<file path="config.mk">
export PLATFORM = sky130hd
export DESIGN_NAME = mux_scan_sel
export DESIGN_NICKNAME = d
export VERILOG_FILES = /design/src/rtl/mux_scan_sel.sv
export SDC_FILE = /design/constraint.sdc
export NUM_CORES = 1
export LEC_CHECK = 0
export CORE_AREA = 2 2 39 41
export CTS_CLUSTER_SIZE = 30
export DETAILED_ROUTE_END_ITERATION = 10
export DIE_AREA = 0 0 41 43
export HOLD_SLACK_MARGIN = 0.12
export PLACE_DENSITY = 0.72
export SETUP_SLACK_MARGIN = 0.5
export SLEW_MARGIN = 10
export SYNTH_ARGS = -nofsm -noshare
export SYNTH_HDL_FRONTEND = slang
export SYNTH_SLANG_ARGS = --single-unit
</file>
<file path="constraint.sdc">
create_clock -name clk -period 1.89 [get_ports clk]
set_input_delay 0.189 -clock clk [delete_from_list [all_inputs] [get_ports clk]]
set_output_delay 0.189 -clock clk [all_outputs]
set_load 0.005 [all_outputs]
</file>
<file path="src/rtl/mux_scan_sel.sv">
// mux_scan_sel -- N-channel, W-bit registered selector with manual select,
// auto-scan rotation with a programmable dwell, and a freeze control.
//
// Optional feature macro: MUX_SCAN_CHG_EN adds the `chg` output, a one-cycle
// pulse whenever the registered data value changes.
//
// Parameters:
//   W    data width per channel
//   N    channel count (>= 2, any value)
//   DIV  scan dwell in active cycles per channel (>= 1)
// Ports:
//   clk       sole clock, rising edge
//   rst_n     asynchronous active-low reset
//   din       packed channels, channel i at din[i*W +: W]
//   sel       manual channel select
//   mode      0 = manual, 1 = auto-scan
//   hold      1 = freeze all state and outputs
//   dout      registered selected data
//   dout_ch   channel index dout came from
//   dout_vld  dout holds a valid channel
//   chg       data-change pulse (only with MUX_SCAN_CHG_EN)
module mux_scan_sel #(
   parameter int W   = 2,
   parameter int N   = 4,
   parameter int DIV = 4
) (
   input  logic                  clk,
   input  logic                  rst_n,
   input  logic [N*W-1:0]        din,
   input  logic [$clog2(N)-1:0]  sel,
   input  logic                  mode,
   input  logic                  hold,
   output logic [W-1:0]          dout,
   output logic [$clog2(N)-1:0]  dout_ch,
   output logic                  dout_vld
`ifdef MUX_SCAN_CHG_EN
   ,
   output logic                  chg
`endif
);

   localparam int SW = $clog2(N);
   localparam int CW = (DIV > 1) ? $clog2(DIV) : 1;
   // Channel table is padded to a power of two so any SW-bit index is legal.
   localparam int NP = 1 << SW;
   localparam logic [CW-1:0] CNT_ONE = CW'(1'b1);
   localparam logic [SW-1:0] CH_ONE  = SW'(1'b1);

   logic [W-1:0]  ch_data_s [NP];
   logic [W-1:0]  dout_r,     dout_nx_s;
   logic [SW-1:0] dout_ch_r,  dout_ch_nx_s;
   logic          dout_vld_r, dout_vld_nx_s;
   logic [SW-1:0] ch_r,       ch_nx_s;
   logic [CW-1:0] cnt_r,      cnt_nx_s;
   logic          sel_ok_s;
   logic          ch_last_s;
   logic          cnt_last_s;

   // Unused padding entries read as zero, which is also the out-of-range data value.
   for (genvar g = 0; g < NP; g++) begin : g_ch
      if (g < N) begin : g_used
         assign ch_data_s[g] = din[g*W +: W];
      end else begin : g_pad
         assign ch_data_s[g] = {W{1'b0}};
      end
   end

   assign sel_ok_s   = (int'(sel)   <  N);
   assign ch_last_s  = (int'(ch_r)  == N - 1);
   assign cnt_last_s = (int'(cnt_r) == DIV - 1);

   // Next-state selection for data, index, valid, scan channel and dwell counter.
   always_comb begin
      dout_nx_s     = dout_r;
      dout_ch_nx_s  = dout_ch_r;
      dout_vld_nx_s = dout_vld_r;
      ch_nx_s       = ch_r;
      cnt_nx_s      = cnt_r;
      if (hold) begin
         // Frozen: hold cycles do not consume dwell.
         dout_nx_s     = dout_r;
         dout_ch_nx_s  = dout_ch_r;
         dout_vld_nx_s = dout_vld_r;
         ch_nx_s       = ch_r;
         cnt_nx_s      = cnt_r;
      end else if (!mode) begin
         dout_ch_nx_s = sel;
         cnt_nx_s     = {CW{1'b0}};
         if (sel_ok_s) begin
            dout_nx_s     = ch_data_s[sel];
            dout_vld_nx_s = 1'b1;
            ch_nx_s       = sel;
         end else begin
            // Keep ch so a later scan resumes from the last valid channel.
            dout_nx_s     = {W{1'b0}};
            dout_vld_nx_s = 1'b0;
            ch_nx_s       = ch_r;
         end
      end else begin
         dout_nx_s     = ch_data_s[ch_r];
         dout_ch_nx_s  = ch_r;
         dout_vld_nx_s = 1'b1;
         if (cnt_last_s) begin
            cnt_nx_s = {CW{1'b0}};
            ch_nx_s  = ch_last_s ? {SW{1'b0}} : (ch_r + CH_ONE);
         end else begin
            cnt_nx_s = cnt_r + CNT_ONE;
            ch_nx_s  = ch_r;
         end
      end
   end

   // State and output registers.
   always_ff @(posedge clk or negedge rst_n) begin
      if (!rst_n) begin
         dout_r     <= {W{1'b0}};
         dout_ch_r  <= {SW{1'b0}};
         dout_vld_r <= 1'b0;
         ch_r       <= {SW{1'b0}};
         cnt_r      <= {CW{1'b0}};
      end else begin
         dout_r     <= dout_nx_s;
         dout_ch_r  <= dout_ch_nx_s;
         dout_vld_r <= dout_vld_nx_s;
         ch_r       <= ch_nx_s;
         cnt_r      <= cnt_nx_s;
      end
   end

   assign dout     = dout_r;
   assign dout_ch  = dout_ch_r;
   assign dout_vld = dout_vld_r;

`ifdef MUX_SCAN_CHG_EN
   logic chg_r;
   logic chg_nx_s;

   // Change pulse compares the value about to be registered with the current one.
   always_comb begin
      chg_nx_s = 1'b0;
      if (hold) begin
         chg_nx_s = 1'b0;
      end else begin
         chg_nx_s = (dout_nx_s != dout_r);
      end
   end

   // Change pulse register, aligned with the dout update.
   always_ff @(posedge clk or negedge rst_n) begin
      if (!rst_n) begin
         chg_r <= 1'b0;
      end else begin
         chg_r <= chg_nx_s;
      end
   end

   assign chg = chg_r;
`endif

endmodule

</file>
==> impl_metrics.toml, run 1 <==
[clock_tree]
ctsLongestPathBuffers = 2
htree_num_levels = 1
cts_tree = "yes"
clkTransAtPathRegs_ps = 70
numCtsBuffers = 3
worstSkewPairLatency_ps = 260
cts_hold_buf = 0
clock_tree.root_cell = "clkbuf_4"
clock-sinks = 9

[timing]
finalSetupTns_ps = 0
rsz0062_at_grt = "no"
relSlewSlack_pct = 65.0
holdWs_ps = 226
fin_ws_ps = 559
period_minus_slack_ps = 1330
fmax_mhz = 751
post-route-period-util_pct = 70.4
tightest_slew_ps = 524
setup_violations = 0
hold_viol_final = 0
finClkSkew_ps = 9.65
slew_violations = 0

[setup_path]
r2r_setup_slack_ps = 560
path_max_fanout = 5
required_ps = 2020
critPathCaptureType = "flip-flop"
arrival_ps = 1460
start_kind = "flip-flop"
crit_start = "ch_r[0]"
worst_r2r_endpoint = "dout[0]"
rr_worst_depth = 3
setup.worst_path.class = "flip-flop to flip-flop"
reg2reg_from = "ch_r[0]"

[yosys]
syn_area_um2 = 531
yosys.area_share.xor_xnor_pct = 0
avgSynthCellArea_um2 = 11.5
synthSimpleGateAreaFrac_pct = 14.6
synthMuxAreaShare_pct = 24.1
synthCells = 46
yosysUniqueCellTypes = 19
yosysTopAreaCell = "dfrtp_1"
synth_top_family_by_area = "multiplexers"
synth_seq_cells = 9
synth_fp_nets = 62
synth_compound_area_share_pct = 12.5
yosys_warnings = 0
synth_top_area_share_pct = 42.5
yosysSeqAreaShare_pct = 42.5
synth_area_leaders = "dfrtp_1, mux4_1, mux4_2"
synth_adder_area_share_pct = 4.72

[finish]
utilization_pct = 54.6
final_common_cell = "clkdlybuf4s50_1"
drive_gt1_share_pct = 13.4
multi_input_area_um2 = 293
fillers = 132
area_growth_pct = 42.5
seq_area_um2 = 226
nNetsFinal = 84
layout_common_cells = "clkdlybuf4s50_1, dfrtp_1, nand2_1, o21ai_0"
diodes = 0

[drt]
drtIter0Drc = 11
firstDrtPassIters = 5
vias = 444
routed_wl_um = 1180
wl_per_cell_um = 14.2
viasPerCell = 5.35
drtAntennaViolNets = 0
drt_drc_violations_left = 0

[global_routing]
grt_usage_pct = 15.6
overflow = 0
grt_max_degree = 19
antenna_found_initial = 0
grt_pass1_vias = 439
grt_pass1_wl_um = 1870

[place]
pre_cts_slack_ps = 256
portBuffers = 18
hpwl_um = 924
gp_congestion = 0.708

[power]
p_total_mw = 0.549
p_per_area_nw_per_um2 = 727
ir_worst_vdd_mv = 0.411
power_leakage_nw = 0.322

[floorplan]
num_rows = 14
ioPinCount = 19
dieArea_um2 = 1760
die_y_um = 43
fp.dieW_um = 41
initial_core_util_pct = 38.3
core_area_um2 = 1380

[run_status]
outcome = "completed"

[job]
maxCapViolations = 0

[min_path]
hp-class = "primary input to async pin"
==> worst max-delay path: stages, from the launching register on <==
cell and delay [ps]:
dfrtp_2 420, mux4_1 550, mux2i_1 150, o21ai_1 80
==> flip-flops by register name, indices dropped and copies added, names as in the netlist <==
signal	flops
cnt_r	2
dout_ch	2
dout	2
ch_r	2
dout_vld	1
==> synth_stat cells <==
cell type	number
and4bb_2	1
mux4_1	2
nand2b_1	3
mux4_2	2
o31ai_1	1
ha_1	2
nor2b_1	2
o21ai_1	2
a31oi_1	1
buf_2	1
mux2i_1	3
a21oi_1	1
nand2_1	6
a21o_1	1
o21ai_0	6
nor3b_1	1
nor2_1	1
clkbuf_1	1
dfrtp_1	9
==> area by class of cell <==
class / count / area share [%]
Tap cell: 16 / 2.65
Multi-Input combinational cell: 35 / 38.7
Timing Repair Buffer: 19 / 25.2
Sequential cell: 9 / 30.0
Clock buffer: 4 / 3.48
==> through the flow <==
step / cell area, um^2 / cells
2_1_floorplan: 531 / 46
3_3_place_gp: 722 / 78
3_5_place_dp: 722 / 78
4_1_cts: 749 / 82
5_1_grt: 756 / 83
6_report: 756 / 83
==> power by group <==
group / switching, mW / leakage, nW / internal (mW) / total (mW)
Combinational: 0.0533 / 0.200 / 0.100 / 0.154
Clock: 0.0685 / 0.0150 / 0.0812 / 0.150
Sequential: 0.0255 / 0.107 / 0.221 / 0.246
==> worst max-delay path by stage <==
| stage | endpoint | slack, ps | cells after the start |
|---|---|---|---|
| 4_1_cts | dout[0] | 540 | 4 |
| 5_1_grt | dout[0] | 500 | 3 |
| 2_1_floorplan | dout[0] | 620 | 3 |
| 3_3_place_gp | dout[0] | 280 | 4 |
| 6_report | dout[0] | 560 | 3 |
| 3_5_place_dp | dout[0] | 260 | 4 |
==> cell families after synthesis <==
group,after synthesis
buffers and inverters,2
AOI/OAI and AO/OA,12
muxes,7
adders and majority gates,2
DFF,9
and+or+nand+nor,14
==> repair_timing <==
item,4_1_cts,5_1_grt
setup buffers,0,1
cloned,0,0
setup endpoints to repair,2,2
resized for setup,1,2
==> routing by layer <==
metal	up-vias	share of wire (%)	GRT usage, %
met5	-	0	0
met2	13	53	25.9
li1	213	-	-
met3	0	4.8	4.71
met1	218	42	18.5
met4	0	0	4.00
Note: power is estimated with default switching activity, not from simulation.
==> inputs of run 2 (changes only) <==
==> constraint.sdc (replaced) <==
create_clock -name clk -period 1.3 [get_ports clk]
set_input_delay 0.13 -clock clk [delete_from_list [all_inputs] [get_ports clk]]
set_output_delay 0.13 -clock clk [all_outputs]
set_load 0.005 [all_outputs]
==> run 2 against run 1 <==
Against the previous run: core utilization up 8.8 points; combinational power up 98%; largest power group unchanged; critical endpoint is now dout[1]; routed wire length increased by 1.8%; power increased by 61%; highest routed layer is now met4.
==> impl_metrics.toml, run 2 (synthesis gave the netlist of run 1 again) <==
[global_routing]
use_met2_pct = 27.2
overflow = 0
met3_usage_pct = 7.85
grt_max_degree = 12
grt_pass1_wl_um = 2010
use_met1_pct = 20.9
grt_pass1_vias = 445
grt_usage_pct = 17.6
antenna_found_initial = 0
busiest_layer = "met2"

[job]
maxCapViolations = 0

[clock_tree]
numCtsBuffers = 3
ctsLongestPathBuffers = 2
cts_tree = "yes"
worstSkewPairLatency_ps = 260
clock-sinks = 9
htree_num_levels = 1
clock_tree.root_cell = "clkbuf_4"
clkTransAtPathRegs_ps = 60

[timing]
finClkSkew_ps = 0.760
post-route-period-util_pct = 96.0
rsz0062_at_grt = "yes"
fin_ws_ps = 52.3
setup_violations = 0
slew_violations = 0
period_minus_slack_ps = 1250
hold_viol_final = 0
fmax_mhz = 801
tightest_slew_ps = 404
relSlewSlack_pct = 73.0

[setup_path]
reg2reg_from = "ch_r[0]"
arrival_ps = 1400
critPathCaptureType = "flip-flop"
start_kind = "flip-flop"
rr_worst_depth = 3
r2r_setup_slack_ps = 50
crit_end = "dout[1]"
worst_r2r_endpoint = "dout[1]"
crit_start = "ch_r[0]"
path_max_fanout = 4
setup.worst_path.class = "flip-flop to flip-flop"
required_ps = 1450

[drt]
routed_wl_um = 1200
viasPerCell = 5.05
wl_per_cell_um = 12.5
drtIter0Drc = 7
drt_drc_violations_left = 0
firstDrtPassIters = 4
drtAntennaViolNets = 0
vias = 485

[run_status]
outcome = "completed"

[finish]
utilization_pct = 63.4
final_cells = 96
diodes = 0
drive_gt1_share_pct = 45.0
final_common_cell = "buf_4"
area_growth_pct = 65.3
layout_common_cells = "buf_4, clkdlybuf4s50_1, dfrtp_1"
nNetsFinal = 97

[floorplan]
initial_core_util_pct = 38.3
dieArea_um2 = 1760
fp.dieW_um = 41
ioPinCount = 19
core_area_um2 = 1380
die_y_um = 43
num_rows = 14

[power]
ir_worst_vdd_mv = 0.564
p_per_area_nw_per_um2 = 1010
power_leakage_nw = 0.392

[place]
gp_congestion = 0.710
portBuffers = 18
pre_cts_slack_ps = -230
hpwl_um = 866
placedCellCount = 85

[min_path]
hp-class = "primary input to async pin"
[run 2: changes by cell type in the layout (fill, tap and decap cells not counted), sizes merged]
cell and delta:
buf +18, clkdlybuf4s50 -7, clkdlybuf4s15 +1, dlygate4sd2 +1
[run 2: worst min path at each step]
stage,from,end,slack [ps],depth (start not counted)
floorplan,rst_n,ch_r[0],-170,0
global placement,dout_vld,dout_vld,450,1
detailed placement,rst_n,dout_ch[1],450,1
CTS,rst_n,cnt_r[0],170,1
global route,rst_n,dout_vld,190,1
finish,rst_n,dout_ch[1],160,1
[run 2: stage by stage]
stage	power, mW	hold WS, ps	TNS (ps)	area [um^2]
floorplan	0.478	-166	0	541
global placement	0.601	451	-387	785
detailed placement	0.608	454	-442	785
CTS	0.870	172	0	852
global route	0.947	190	-15.2	877
finish	0.884	159	0	877
[run 2: repair_timing]
action | 4_1_cts | 5_1_grt
hold buffers | 0 | 0
gates resized for setup | 31 | 5
endpoints found under the setup margin | 13 | 12
pin swaps | 4 | 3
buffers inserted | 6 | 1
[run 2: area by class of cell]
type,instances,area [um^2]
clock buffers,4,26.3
fillers,115,507
multi-input cells,35,334
flip-flops and latches,9,228
well taps,16,20.0
repair buffers,32,269
[run 2: routing by layer]
metal	vias up	share of wire, %	wire, um
met5	-	0	0
met4	0	0.92	11
met3	2	5.3	64
met2	9	55	663
met1	233	38	462
li1	241	-	-
[run 2: report_power, final]
group	internal (mW)	leakage (nW)	total (mW)	switching (mW)
Sequential	0.322	0.106	0.358	0.0363
Clock	0.119	0.0150	0.220	0.102
Combinational	0.198	0.272	0.305	0.108
[run 2: critical path: stages (launching register included)]
cell	delay [ps]
dfrtp_2	410
mux4_2	500
mux2i_1	140
o21ai_1	80
